===== config.mk =====
export PLATFORM = sky130hd
export DESIGN_NAME = uart_frame_decoder
export DESIGN_NICKNAME = d
export VERILOG_FILES = /design/src/rtl/uart_frame_decoder.sv
export SDC_FILE = /design/constraint.sdc
export NUM_CORES = 1
export LEC_CHECK = 0
export CORE_MARGIN = 2
export CORE_UTILIZATION = 49
export CTS_BUF_LIST = sky130_fd_sc_hd__clkbuf_2 sky130_fd_sc_hd__clkbuf_4 sky130_fd_sc_hd__clkbuf_8
export CTS_CLUSTER_DIAMETER = 50
export DETAILED_ROUTE_END_ITERATION = 7
export PLACE_DENSITY = 0.71
export RECOVER_POWER = 50
export SYNTH_ARGS = -nofsm -noshare
export SYNTH_HDL_FRONTEND = slang
export SYNTH_SLANG_ARGS = --single-unit

===== constraint.sdc =====
create_clock -name i_clk -period 2.2 [get_ports i_clk]
set_input_delay 0.66 -clock i_clk [delete_from_list [all_inputs] [get_ports i_clk]]
set_output_delay 0.66 -clock i_clk [all_outputs]
set_load 0.02 [all_outputs]

===== src/rtl/uart_frame_decoder.sv =====
`default_nettype none
// ============================================================================
//  Module   : uart_frame_decoder
//  Purpose  : Pops bytes from the UART RX FIFO and hunts for a start-of-frame
//             byte. It then parses [SOF][LEN][PAYLOAD x LEN][CHK] and streams
//             the payload bytes out on a valid/ready interface. Each frame
//             ends with one status pulse: good, length error, checksum error
//             or inter-byte timeout.
//  Ports    : i_clk, i_rst_n      clock, asynchronous active-low reset
//             i_rx_data/i_rx_rdy  FIFO read data (valid the cycle after a pop)
//                                 and FIFO not-empty flag
//             o_rx_req            one-cycle FIFO pop request
//             o_data/o_valid/o_last/i_ready  payload stream
//             o_frame_ok/o_frame_err/o_err_code  per-frame status pulse
//                                 (err code: 01 LEN, 10 CHK, 11 TIMEOUT)
//             o_busy              high whenever a frame is being parsed
//  Revision : 1.0  initial release
// ============================================================================
module uart_frame_decoder #(
    parameter int           MaxLen        = 64,
    parameter logic [7:0]   SofByte       = 8'hA5,
    parameter int           TimeoutCycles = 50_000
) (
    input  logic        i_clk,
    input  logic        i_rst_n,
    input  logic [7:0]  i_rx_data,
    input  logic        i_rx_rdy,
    output logic        o_rx_req,
    output logic [7:0]  o_data,
    output logic        o_valid,
    output logic        o_last,
    input  logic        i_ready,
    output logic        o_frame_ok,
    output logic        o_frame_err,
    output logic [1:0]  o_err_code,
    output logic        o_busy
);

    localparam int             TW        = $clog2(TimeoutCycles);
    localparam logic [TW-1:0]  TMO_LAST  = TW'(TimeoutCycles - 1);
    localparam logic [7:0]     MAX_LEN_B = 8'(MaxLen);

    localparam logic [1:0] ERR_NONE = 2'b00;
    localparam logic [1:0] ERR_LEN  = 2'b01;
    localparam logic [1:0] ERR_CHK  = 2'b10;
    localparam logic [1:0] ERR_TMO  = 2'b11;

    typedef enum logic [1:0] {
        S_IDLE    = 2'd0,
        S_LEN     = 2'd1,
        S_PAYLOAD = 2'd2,
        S_CHK     = 2'd3
    } state_e;

    state_e         state_q, state_d;
    logic           cap_q;              // FIFO data is valid this cycle
    logic [7:0]     cnt_q, cnt_d;
    logic [7:0]     sum_q, sum_d;
    logic [TW-1:0]  tmo_q, tmo_d;
    logic [7:0]     data_q, data_d;
    logic           valid_q, valid_d;
    logic           last_q, last_d;
    logic           ok_q, ok_d;
    logic           err_q, err_d;
    logic [1:0]     code_q, code_d;

    logic           w_req;
    logic           w_expire;
    logic [7:0]     w_sum_next;

    // Every state consumes bytes. A request is not allowed while the previous
    // pop is still being captured, nor while the output register is stalled.
    // This keeps an outstanding payload byte from being overwritten.
    assign w_req      = i_rst_n & i_rx_rdy & ~cap_q & (~valid_q | i_ready);
    assign w_sum_next = sum_q + i_rx_data;

    always_comb begin
        state_d  = state_q;
        cnt_d    = cnt_q;
        sum_d    = sum_q;
        data_d   = data_q;
        valid_d  = valid_q & ~i_ready;
        last_d   = last_q & valid_q & ~i_ready;
        ok_d     = 1'b0;
        err_d    = 1'b0;
        code_d   = ERR_NONE;
        tmo_d    = tmo_q;
        w_expire = 1'b0;

        // Inter-byte timer: idle in IDLE, held at zero on a capture or while
        // downstream owns a pending byte (a stall is not the sender's fault).
        if (cap_q || valid_q || state_q == S_IDLE) begin
            tmo_d = '0;
        end else if (tmo_q == TMO_LAST) begin
            tmo_d    = '0;
            w_expire = 1'b1;
        end else begin
            tmo_d = tmo_q + TW'(1);
        end

        // A capture takes priority over a timeout expiring in the same cycle.
        if (cap_q) begin
            unique case (state_q)
                S_IDLE: begin
                    if (i_rx_data == SofByte) begin
                        state_d = S_LEN;
                        sum_d   = 8'h00;
                    end
                end
                S_LEN: begin
                    if (i_rx_data == 8'h00 || i_rx_data > MAX_LEN_B) begin
                        err_d   = 1'b1;
                        code_d  = ERR_LEN;
                        state_d = S_IDLE;
                    end else begin
                        cnt_d   = i_rx_data;
                        sum_d   = i_rx_data;
                        state_d = S_PAYLOAD;
                    end
                end
                S_PAYLOAD: begin
                    data_d  = i_rx_data;
                    valid_d = 1'b1;
                    last_d  = (cnt_q == 8'd1);
                    sum_d   = w_sum_next;
                    cnt_d   = cnt_q - 8'd1;
                    if (cnt_q == 8'd1) begin
                        state_d = S_CHK;
                    end
                end
                S_CHK: begin
                    if (w_sum_next == 8'h00) begin
                        ok_d = 1'b1;
                    end else begin
                        err_d  = 1'b1;
                        code_d = ERR_CHK;
                    end
                    state_d = S_IDLE;
                end
                default: state_d = S_IDLE;
            endcase
        end else if (w_expire) begin
            err_d   = 1'b1;
            code_d  = ERR_TMO;
            state_d = S_IDLE;
        end
    end

    always_ff @(posedge i_clk or negedge i_rst_n) begin
        if (!i_rst_n) begin
            state_q <= S_IDLE;
            cap_q   <= 1'b0;
            cnt_q   <= 8'h00;
            sum_q   <= 8'h00;
            tmo_q   <= '0;
            data_q  <= 8'h00;
            valid_q <= 1'b0;
            last_q  <= 1'b0;
            ok_q    <= 1'b0;
            err_q   <= 1'b0;
            code_q  <= ERR_NONE;
        end else begin
            state_q <= state_d;
            cap_q   <= w_req;
            cnt_q   <= cnt_d;
            sum_q   <= sum_d;
            tmo_q   <= tmo_d;
            data_q  <= data_d;
            valid_q <= valid_d;
            last_q  <= last_d;
            ok_q    <= ok_d;
            err_q   <= err_d;
            code_q  <= code_d;
        end
    end

    assign o_rx_req    = w_req;
    assign o_data      = data_q;
    assign o_valid     = valid_q;
    assign o_last      = last_q;
    assign o_frame_ok  = ok_q;
    assign o_frame_err = err_q;
    assign o_err_code  = code_q;
    assign o_busy      = (state_q != S_IDLE);

endmodule
`default_nettype wire

---- After elaboration in Yosys (flattened, before gate mapping) ----
Index checks and enable logic that the tools add are counted.
storage, ports and cells
  bits in registers ....................... 49
  input port bits ......................... 12
  output and inout bits ................... 16
  word-level logic and storage cells ...... 80
cells by class
  $add $sub $neg .......................... 3
  $lt $le $gt $ge ......................... 1
  eq/ne operators ......................... 10
  mux-type cells .......................... 31
  bitwise operators ....................... 10
  reduce and logical (&&, ||, !) cells .... 14
operators with widths
  cell                                                            number
  two-way mux 16 bit                                              2
  case mux 8 bit (3 select lines)                                 1
  adder 16 x 1 -> 16 bit (second input constant)                  1
  equality test 16 bit (second input constant)                    1
  logical NOT 8 bit                                               2
  two-way mux 2 bit                                               8
  two-way mux 8 bit                                               2
  case mux 8 bit (2 select lines)                                 1
  two-way mux 1 bit                                               14
  adder 8 bit                                                     1
  equality test 8 x 1 -> 1 bit (second input constant)            1
  equality test 8 bit (second input constant)                     1
  greater-than comparator 8 x 7 -> 1 bit (second input constant)  1
  case mux 2 bit (4 select lines)                                 1
  subtractor 8 x 1 -> 8 bit (second input constant)               1
  AND 1 bit                                                       6
  AND reduction 3 bit                                             2
  nonzero test 2 bit                                              3
  equality test 2 bit (second input constant)                     2
  case mux 2 bit (2 select lines)                                 1
  AND reduction 4 bit                                             1
  logical OR 1 bit                                                3
  inequality test 3 x 2 -> 1 bit (second input constant)          1
  inequality test 3 bit (second input constant)                   1
  9 further kinds                                                 11

---- Logic depth before layout (Yosys ltp) ----
  word-level depth ........................ 5
  depth in mapped cells ................... 9
  depth with buffers taken out ............ 9

---- Least setup slack after synthesis ----
Ideal clock, no wire load.
  kind .................................... input to register
  start ................................... input port i_rx_data[1]
  end ..................................... register cnt_q[2]
  setup time .............................. 123 ps
  data arrival time ....................... 2138 ps
  data required time ...................... 2077 ps
  path slack .............................. -61 ps
  cell stages on the path ................. 5
  path buffers ............................ 1
  path through ............................ or3_4 o41a_1 a211o_1 buf_2 o221a_2
between the ends
  longest elaborated chain between the ends .. 4
  elaborated cells on any way between the ends .. 5
  those cells by class .................... order compare (1); eq/ne (1); reduce/logical (3)
RTL lines
  element                                                                      line  RTL
  start: declaration                                                           26    input logic [7:0] i_rx_data,
  greater-than comparator 8 x 7 -> 1 bit or logical NOT 8 bit (tied branches)  111   if (i_rx_data == 8'h00 || i_rx_data > MAX_LEN_B) begin
  logical OR 1 bit (*)                                                         111
  inequality test 2 bit (no source line) (*)                                   --
  AND reduction 3 bit (no source line) (*)                                     --
  end signal: assignment                                                       165   cnt_q <= cnt_d;
  end: declaration                                                             57    logic [7:0] cnt_q, cnt_d;
Mark *: on every way between the ends. The rest lies on a longest branch, timed or not.
A chain may end at the register's enable or synchronous reset.

---- Final worst setup path ----
  start ................................... input port i_rx_data[3]
  end ..................................... register cnt_q[2]
Same word-level chain as after synthesis.

==> results.env <==
RESULT_OF_THE_RUN='complete, no violations'
CTS.HTREE.LEVELS=2
CLOCK-SINKS=49
FIN_CRIT_SH_PCT=99.29
COMBINATIONALPOWERSHARE_PCT=51.2
SYN-MEAN-INSTANCE-AREA_UM2=9.644
FLOORPLAN.CORE_AREA_UM2=5439
ANTENNA_FOUND_INITIAL=0
MIN_DELAY_PATH_DEPTH=1
PLACE_HPWL_MM=4.789
DIE_AREA_UM2=6204
DPL.CELL_COUNT=420
MAX_FREQ_GHz=0.4578
CTS_ROOT_BUFFER='sky130_fd_sc_hd__clkbuf_8'
FF_TO_FF_START='tmo_q[12]'
TOP_LIBRARY_CELLS_BY_USAGE_IN_THE_LAYOUT_FILL_AND_TAPS_ASIDE='sky130_fd_sc_hd__dfrtp_1, sky130_fd_sc_hd__buf_4, sky130_fd_sc_hd__nand2_1'
WORST_PATH_LARGEST_CELL_DELAY_NS=0.43
CTS_BUFFER_DEPTH=2
SYNTH.YOSYS.WARNINGS=0
POWER.SHARE.SEQUENTIAL_PCT=32.4
CRITICAL_PATH.TOP_DELAY_FAMILY='compound AO/OA/AOI/OAI gates'
WORST-ENDPOINT-REQUIRED_NS=2.45
SETUP.WORST_PATH.CLASS='primary input to flip-flop'
SYNTHDOMINANTAREACELLTYPE='sky130_fd_sc_hd__dfrtp_1'
YOSYS.AREA.TOP_TYPE_SHARE_PCT=44.77
IR_WORST_VDD_uV=797.6
GRT_FIRST_PASS_WIRELENGTH_MM=11.46
SYNTH.NET_COUNT=311
YOSYS-TOP-CELLS-AREA='sky130_fd_sc_hd__dfrtp_1, sky130_fd_sc_hd__ha_1, sky130_fd_sc_hd__xor2_1'
TIGHTEST_SLEW_NS=1.195
YS_FF_LATCH=49
CRIT_PATH_END_KIND='flip-flop'
SLEW_VIOL_FINAL=0
GRT-OVFL-TOTAL=0
WORST_R2R_ENDPOINT='state_q[1]'
GRT_USAGE_PCT=23.55
WORSTPATHMAXFANOUT=5
WORST_HOLD_PATH_TYPE='flip-flop to flip-flop'
NUMBER_OF_BUFFERS_INSERTED_DURING_CLOCK_TREE_SYNTHESIS=5
SETUP_REPAIR_AFTER_GLOBAL_ROUTING_MISSED_ITS_MARGIN='true'
POST_LAYOUT_NONFILLER_INSTANCES=431
FIN_WORST_SKEW_NS=0.006847
ROUTE.DETAILED.VIAS_PER_INST=5.455
SYNTHTOLAYOUTAREAGROWTH_PCT=34.63
FINALHOLDWORSTSLACK_NS=0.4673
SYNTHESIS.INSTANCES=284
YOSYS.CELL_TYPES.COUNT=51
INSERTEDDIODECOUNT=0
DIE_X_UM=78.77
NUMBER_OF_BUFFERS_AND_INVERTERS_ON_THE_CRITICAL_PATH=1
CRITICAL-PATH-SLOWEST-CELL='sky130_fd_sc_hd__o41a_1'
YS.FLOP_TYPE='sky130_fd_sc_hd__dfrtp_1'
SETUP_SLACK_REG_TO_REG_NS=0.14
WL_MM=6.832
TIMING.CRITICAL_PATH.CELLS='buf_2 > or3_4 > o41a_1 > a211o_4 > and3_4 > o21ai_2 > o221a_2'
MOSTFREQUENTLAYOUTCELL='sky130_fd_sc_hd__dfrtp_1'
YOSYSSEQAREASHARE_PCT=44.77
PLACE.GP.CONGESTION=0.8268
FINAL-SETUP-VIOL-COUNT=0
DRC=0
GRT_MAX_DEGREE=50
WORST_HOLD_LAUNCH='cap_q'
WORSTPATHARRIVAL_NS=2.43
POSTCTSHOLDBUFS=0
CLK_LATENCY_NS=0.30
POWER.SWITCHING_mW=1.661
FINAL.MIN_CLOCK_PERIOD_NS=2.184
POWERDENSITY_nW_PER_UM2=1114
START_KIND='primary input'
FIRST_ITER_VIOLATIONS=168
ROWS=27
CLOCK_POWER_SHARE_PCT=16.3
DRIVE_ABOVE_1_SHARE_PCT=28.13
FIRST_GLOBAL_VIAS=2449
INTERNAL_POWER_mW=2.447
MAX-CAP-VIOLATIONS=0
SWITCHING_SHARE_PCT=40.44
DIE_H_UM=78.77
HOLD_END='cap_q'
ANTENNA_LEFT=0
DESIGN.FINAL.NETS=385
ROUTE.DETAILED.WL_PER_INST_UM=15.85
P_LEAK_nW=1.691
FINAL-HOLD-VIOLATION-COUNT=0
SYNTHESIS.AREA_UM2=2739
PORT_BUFFERS=27
SLEW_HEADROOM_PCT=20.33
INITIAL_CORE_UTIL_PCT=50.36
VIAS=2351
SYNTH_ASYNC_SR_FLOP_SHARE_PCT=100.0
SYNTH-EDFF-COUNT=0
CLK_PIN_SLEW_NS=0.10
IO_PINS=28
DETAILEDROUTE.FIRSTPASSITERATIONCOUNT=4
WORST_CASE_REG_TO_REG_PATH_DEPTH=5
TRITONCTS='done'
==> power by group through the flow <==
stage                     clock, mW  sequential [mW]  combinational, mW
final                         0.671             1.33               2.10
after global routing          0.723             1.36               2.31
after CTS                     0.684             1.32               1.99
after detailed placement          0             1.32               1.88
after global placement            0             1.31               1.84
after floorplan                   0             1.40               1.05
==> area by class of cell <==
type / count / area [um^2]
clock buffers: 5 / 68.82
clock inverters: 3 / 50.05
fillers: 438 / 1752
inverters: 14 / 52.55
multi-input cells: 214 / 1600
flip-flops and latches: 49 / 1227
well taps: 72 / 90.09
repair buffers: 74 / 598.1
==> logic make-up after synthesis <==
| logic type | share of synthesized area (%) |
|---|---|
| AO/OA/AOI/OAI | 13.16 |
| multiplexers | 4.340 |
| flip-flops | 44.77 |
| adder cells (fa/ha/maj) | 7.127 |
| buffers and inverters | 2.969 |
| XOR/XNOR | 6.395 |
| AND/OR/NAND/NOR | 21.24 |
==> cells in the mapped netlist (2+ instances only) <==
cell	count
sky130_fd_sc_hd__ha_1	14
sky130_fd_sc_hd__nor2_1	25
sky130_fd_sc_hd__nor3b_1	3
sky130_fd_sc_hd__inv_1	14
sky130_fd_sc_hd__nand3_1	12
sky130_fd_sc_hd__o22ai_1	5
sky130_fd_sc_hd__a31oi_1	2
sky130_fd_sc_hd__o2bb2a_1	2
sky130_fd_sc_hd__o31ai_1	3
sky130_fd_sc_hd__nor4_1	3
sky130_fd_sc_hd__xnor2_1	4
sky130_fd_sc_hd__nand2b_1	2
sky130_fd_sc_hd__mux2_2	7
sky130_fd_sc_hd__nand4_1	3
sky130_fd_sc_hd__o21ai_1	4
sky130_fd_sc_hd__dfrtp_1	49
sky130_fd_sc_hd__mux2i_1	4
sky130_fd_sc_hd__a211o_1	2
sky130_fd_sc_hd__buf_2	2
sky130_fd_sc_hd__clkbuf_1	5
sky130_fd_sc_hd__nor2b_1	4
sky130_fd_sc_hd__nor4bb_1	2
sky130_fd_sc_hd__nand2_1	35
sky130_fd_sc_hd__a22oi_1	3
sky130_fd_sc_hd__a21oi_1	8
sky130_fd_sc_hd__xor2_1	16
sky130_fd_sc_hd__and3_1	8
sky130_fd_sc_hd__o21ai_0	17
sky130_fd_sc_hd__nor3_1	4
==> routing by layer <==
layer  vias up  GRT usage, %  part of all wire (%)  routed length [um]
li1       1156             -                     -                   -
met4         0         9.298                   1.8                 122
met3        10         2.841                   2.5                 173
met5         -             0                     0                   0
met1      1140         31.87                    46                3128
met2        45         38.72                    50                3408
==> metrics by stage <==
| stage | setup TNS, ns | instance area, um^2 | util [%] | total power [mW] | setup WS, ns |
|---|---|---|---|---|---|
| final | 0 | 3687 | 67.79 | 4.108 | 0.01561 |
| after floorplan | -0.01927 | 2743 | - | 2.449 | -0.01927 |
| after global placement | -12.34 | 3400 | 62.50 | 3.154 | -0.6408 |
| after CTS | 0 | 3595 | 66.09 | 3.992 | 0.01503 |
| after global routing | -0.05760 | 3687 | 67.79 | 4.398 | -0.02090 |
| after detailed placement | -13.44 | 3400 | 62.50 | 3.207 | -0.6967 |
==> flip-flops by register name, indices dropped and copies added, names as in the netlist <==
name	count
tmo_q	16
cnt_q	8
o_data	8
sum_q	8
o_err_code	2
state_q	2
cap_q	1
o_frame_err	1
o_frame_ok	1
o_last	1
o_valid	1
==> how the worst max path moves through the flow <==
stage | from | slack, ns | to | cells past startpoint
2_1_floorplan | i_rx_data[1] | -0.02 | cnt_q[2] | 5
3_3_place_gp | i_rx_data[1] | -0.64 | o_err_code[1] | 9
3_5_place_dp | i_rx_data[1] | -0.70 | o_err_code[1] | 9
6_report | i_rx_data[3] | 0.02 | cnt_q[2] | 7
5_1_grt | i_rx_data[0] | -0.02 | o_frame_ok | 10
4_1_cts | i_rx_rdy | 0.02 | o_rx_req | 4
==> repair_timing <==
| action | in CTS | in global routing |
|---|---|---|
| setup endpoints to repair | 24 | 18 |
| setup buffers | 2 | 2 |
| hold endpoints to repair | 0 | 0 |
| gates resized for setup | 45 | 28 |
| pin swaps | 16 | 12 |
No activity file was read; power rests on OpenSTA's default activity.
